`src/rtl/register_bank_2r1w.sv`:
```
// Two-read, one-write register bank with registered read ports, optional zero register and write forwarding.
// Latency: writes land on the next edge; reads strobed by rd_en appear on busA/busB after the same edge.
// Backpressure: none; rd_valid pulses once per rd_en, and the read outputs hold while rd_en is low.
//
// Ports:
//   clk, rst                     single clock, synchronous active-high reset
//   wr_en, w_addr, w_data        write port (bus C)
//   rd_en, a_addr, b_addr        read strobe and the two read addresses
//   busA, busB, rd_valid         registered read data and its one-cycle valid
//   a_written, b_written         registered "entry written since reset" status per port
module register_bank_2r1w #(
    parameter int unsigned DATA_WIDTH = 8,
    parameter int unsigned ADDR_WIDTH = 3,
    parameter bit          ZERO_REG   = 1'b0,
    parameter bit          BYPASS     = 1'b1
) (
    input  logic                  clk,
    input  logic                  rst,
    input  logic                  wr_en,
    input  logic [ADDR_WIDTH-1:0] w_addr,
    input  logic [DATA_WIDTH-1:0] w_data,
    input  logic                  rd_en,
    input  logic [ADDR_WIDTH-1:0] a_addr,
    input  logic [ADDR_WIDTH-1:0] b_addr,
    output logic [DATA_WIDTH-1:0] busA,
    output logic [DATA_WIDTH-1:0] busB,
    output logic                  rd_valid,
    output logic                  a_written,
    output logic                  b_written
);

    localparam int unsigned DEPTH = 2 ** ADDR_WIDTH;

    logic [DATA_WIDTH-1:0] mem [DEPTH];
    logic [DEPTH-1:0]      written;

    logic                  wr_eff;
    logic                  a_zero, b_zero;
    logic                  a_fwd, b_fwd;
    logic [DATA_WIDTH-1:0] a_data, b_data;
    logic                  a_flag, b_flag;

    // Writes to the hardwired-zero register are dropped here, which also
    // keeps them from being forwarded to a read port.
    always_comb begin
        wr_eff = wr_en;
        if (ZERO_REG && (w_addr == '0)) begin
            wr_eff = 1'b0;
        end
    end

    // Read-side selection: zero register first, then forwarding, then storage.
    // Storage is read before this edge's write, so BYPASS=0 gives old data.
    always_comb begin
        a_zero = ZERO_REG && (a_addr == '0);
        b_zero = ZERO_REG && (b_addr == '0);
        a_fwd  = BYPASS && wr_eff && (w_addr == a_addr);
        b_fwd  = BYPASS && wr_eff && (w_addr == b_addr);

        a_data = mem[a_addr];
        a_flag = written[a_addr];
        if (a_zero) begin
            a_data = '0;
            a_flag = 1'b1;
        end else if (a_fwd) begin
            a_data = w_data;
            a_flag = 1'b1;
        end

        b_data = mem[b_addr];
        b_flag = written[b_addr];
        if (b_zero) begin
            b_data = '0;
            b_flag = 1'b1;
        end else if (b_fwd) begin
            b_data = w_data;
            b_flag = 1'b1;
        end
    end

    // Storage and written flags.
    always_ff @(posedge clk) begin
        if (rst) begin
            for (int i = 0; i < int'(DEPTH); i++) begin
                mem[i] <= '0;
            end
            written <= '0;
        end else if (wr_eff) begin
            mem[w_addr]     <= w_data;
            written[w_addr] <= 1'b1;
        end
    end

    // Registered read ports; data and status hold while rd_en is low.
    always_ff @(posedge clk) begin
        if (rst) begin
            busA      <= '0;
            busB      <= '0;
            a_written <= 1'b0;
            b_written <= 1'b0;
            rd_valid  <= 1'b0;
        end else begin
            rd_valid <= rd_en;
            if (rd_en) begin
                busA      <= a_data;
                busB      <= b_data;
                a_written <= a_flag;
                b_written <= b_flag;
            end
        end
    end

endmodule

```
`config.mk`:
```
export PLATFORM = sky130hd
export DESIGN_NAME = register_bank_2r1w
export DESIGN_NICKNAME = d
export VERILOG_FILES = /design/src/rtl/register_bank_2r1w.sv
export SDC_FILE = /design/constraint.sdc
export NUM_CORES = 1
export LEC_CHECK = 0
export CAP_MARGIN = 30
export CORE_MARGIN = 3
export CORE_UTILIZATION = 35
export DETAILED_ROUTE_END_ITERATION = 8
export SLEW_MARGIN = 15
export SYNTH_ARGS = -nofsm -noshare
export SYNTH_HDL_FRONTEND = slang
export SYNTH_SLANG_ARGS = --single-unit
```
`constraint.sdc`:
```
create_clock -name clk -period 3.4 [get_ports clk]
set_clock_uncertainty 0.1 [all_clocks]
set_input_delay 1.02 -clock clk [delete_from_list [all_inputs] [get_ports clk]]
set_output_delay 1.02 -clock clk [all_outputs]
set_load 0.02 [all_outputs]
```
==> impl_results.md <==
* Synth cell count leaders: edfxtp_1, nor3_1, dfxtp_1
* Synth Area in Simple Gates at between 10 and 15%
* M1 GR Usage at 23.1%
* Net count reported at finish at just under 400
* Count leader, synth: edfxtp_1
* Width of the chip at 120 µm
* DRT antenna net count at 0
* Post-synthesis sequential area ratio at a little over half
* Setup Viol. Count Final at 0
* Unrepaired setup endpoints after global routing: no
* Htree depth at 3
* Site Rows at 41
* Multiplexer share of the synthesized area at between 20 and 25%
* Via/cell ratio at roughly 5.7
* CP max FO at 22
* CP max-delay cell: clkdlybuf4s50_1
* Routed length per instance at 20.2 µm
* Fmax achieved at roughly 370 MHz
* Pre-antenna DRT Iters at 4
* Synth area leaders: edfxtp_1, mux4_2, dfxtp_1
* Multi-input logic area at around 1900 µm²
* Antenna Diode Count at 0
* Main combinational cell family by area after synthesis: multiplexers
* Residual DRC at 0
* Die area at ~15000 µm²
* Routed WL at between 10000 and 15000 µm
* Largest net degree at the start of global routing at 23
* Post-Syn Area at between 4000 and 5000 µm²
* Clock buffer depth at 2
* CP arrival at 2.65 ns
* Share of layout cells above drive strength 1 at 17.3%
* Post-synth top flop: edfxtp_1
* CTS buffer count at 9
* Kind of critical path: primary input to flop
* IO Port Bufs at 39
* Number of synthesis warnings at 0
* Slew @ Worst Pin at roughly 0.47 ns
* Pint at 1.93 mW
* Effective utilization at floorplan at a little over a third
* Syn-to-layout area delta at 18.4%
* Iteration-0 DRC Markers at 312
* CTS tree: built
* Post-synthesis compound-gate area fraction at roughly 6.5%
* Root Buffer: clkbuf_16
* Worst-skew pair later-pin latency at ~0.34 ns
* Synth Register Bits at 91
* Slew HR at 68.5%
* Post-DP HPWL at approximately 8000 µm
* Post-synth cell types at 33
* Worst hold margin at between 0.3 and 0.4 ns
* Gpl congestion at a little over 0.8
* Final Slew Violations at 0
* Post-Synth Adder-Cell Area at 0%
* Register area at between 2000 and 2500 µm²
* Post-synth top area share at between 40% and 50%
* Logic pwr share at 14.6%
* Crit end category: flop
* Via count at 3097
* M3 GR Usage at 2.81%
* Total gr overflow at 0
* Die span in y at about 120 µm
* Cells after Synth at 330
* XOR/XNOR share of the synthesized area at between 1 and 1.5%
* Syn avg cell area at 13.9 µm²
* Worst-path clk slew at 0.06 ns
* Hold-fix buffers at CTS at 0
* Boundary Pins at 40
* Power share of the sequential group at about half
* GRT Total Usage at ~16%
* Clock sinks at 91
* Total power per unit cell area at 472 nW/µm²
* P_leak at around 1.8 nW
* Startpoint types: primary input
* Endpoints failing hold at 0
* Grt met2 use at 24.4%
* Req. time, crit path at about 3.3 ns
* Syn Nets at about 350
* Cells along the critical path: clkdlybuf4s50_1, or3b_4, nor3_1, or2_2
* Post-synth ARST share at 0%
* Max-cap viol count at 0
* Fin crit share at between 80% and 90%
* Max rail drop VDD at ~270 µV
* Setup TNS at 0 ns
* Post-layout min period at approximately 2.7 ns
* Outcome: complete, no violations
* NetSw at between 0.6 and 0.7 mW
* GR peak layer: met2
* Core ar. at 12700 µm²
* Switching portion of total power at 24.9%
* Vias in the first global route at just over 3000
* Post-synth EDFFs at 64
* Initial antenna violation count at 0
* Hold Path Class: flop to flop
* Post-CTS sizing at 0
* First-pass GRT wire length at 17800 µm
* Total setup buffers inserted after CTS at 0
* Number of fillers in the final layout at between 1000 and 1500
* Synth area leader: edfxtp_1
* Crit-path max cell delay at about 0.58 ns
* Clock power share at 34.5%
## placed cells by master (no fill, tap or decap), types with 16 or more instances in the layout
cell type,n
nor4_1,16
buf_4,22
mux4_2,25
clkdlybuf4s50_1,39
o221ai_1,16
nor3_1,50
nand2_1,18
mux2i_1,21
dfxtp_1,27
edfxtp_1,64
## stage by stage
| step | setup WS, ns | power [mW] | utilization [%] | instances | instance area, µm² |
|---|---|---|---|---|---|
| 2_1_floorplan | 0.567 | 1.55 | - | 330 | 4590 |
| 3_3_place_gp | 0.401 | 1.69 | 40.6 | 532 | 5170 |
| 3_5_place_dp | 0.325 | 1.70 | 40.6 | 532 | 5170 |
| 4_1_cts | 0.691 | 2.58 | 42.6 | 546 | 5430 |
| 5_1_grt | 0.532 | 2.66 | 42.7 | 547 | 5430 |
| 6_report | 0.677 | 2.56 | 42.7 | 547 | 5430 |
## final cells by class
cell class,count,area share [%]
Clock buffer,9,4.15
Clock inverter,5,0.599
Inverter,10,0.691
Multi-Input combinational cell,198,34.7
Sequential cell,91,45.3
Tap cell,172,3.96
Timing Repair Buffer,62,10.6
## power groups by stage
stage / Clock (mW) / Combinational (mW) / Sequential (mW)
finish: 0.883 / 0.374 / 1.31
CTS: 0.898 / 0.375 / 1.30
global route: 0.951 / 0.399 / 1.31
global placement: 0 / 0.368 / 1.32
detailed placement: 0 / 0.375 / 1.33
floorplan: 0 / 0.221 / 1.33
## final timing paths
path | to | cells after the start | slack [ns] | from
worst max-delay path | mem[0][7] | 4 | 0.68 | wr_en
worst max register to register | busA[7] | 3 | 1.90 | mem[7][7]
worst min-delay path | busB[2] | 2 | 0.37 | busB[2]
worst min register to register | busB[2] | 2 | 0.37 | busB[2]
## logic make-up (layout without fill, tap and decap cells)
logic type / after synthesis / in the layout
mux: 55 / 55
flops: 91 / 91
simple gates: 101 / 101
buf+inv: 41 / 86
xor+xnor: 6 / 6
compound gates: 36 / 36
## state kept, by name (all words and copies together), names as in the netlist
name / count
busB: 8
busA: 8
rd_valid: 1
a_written: 1
written: 8
mem: 64
b_written: 1
## worst max-delay path: cells and delay by family
kind | cells | cell delay, ns
and+or+nand+nor | 3 | 1.04
buffers and inverters | 1 | 0.58
## metal layers
layer	vias to the layer above	routed length [µm]	share of wire [%]
met1	1569	5070	46
met5	-	0	0
met3	10	619	5.6
li1	1429	-	-
met2	89	5210	47
met4	0	163	1.5
No activity file was read; power rests on OpenSTA's default activity.
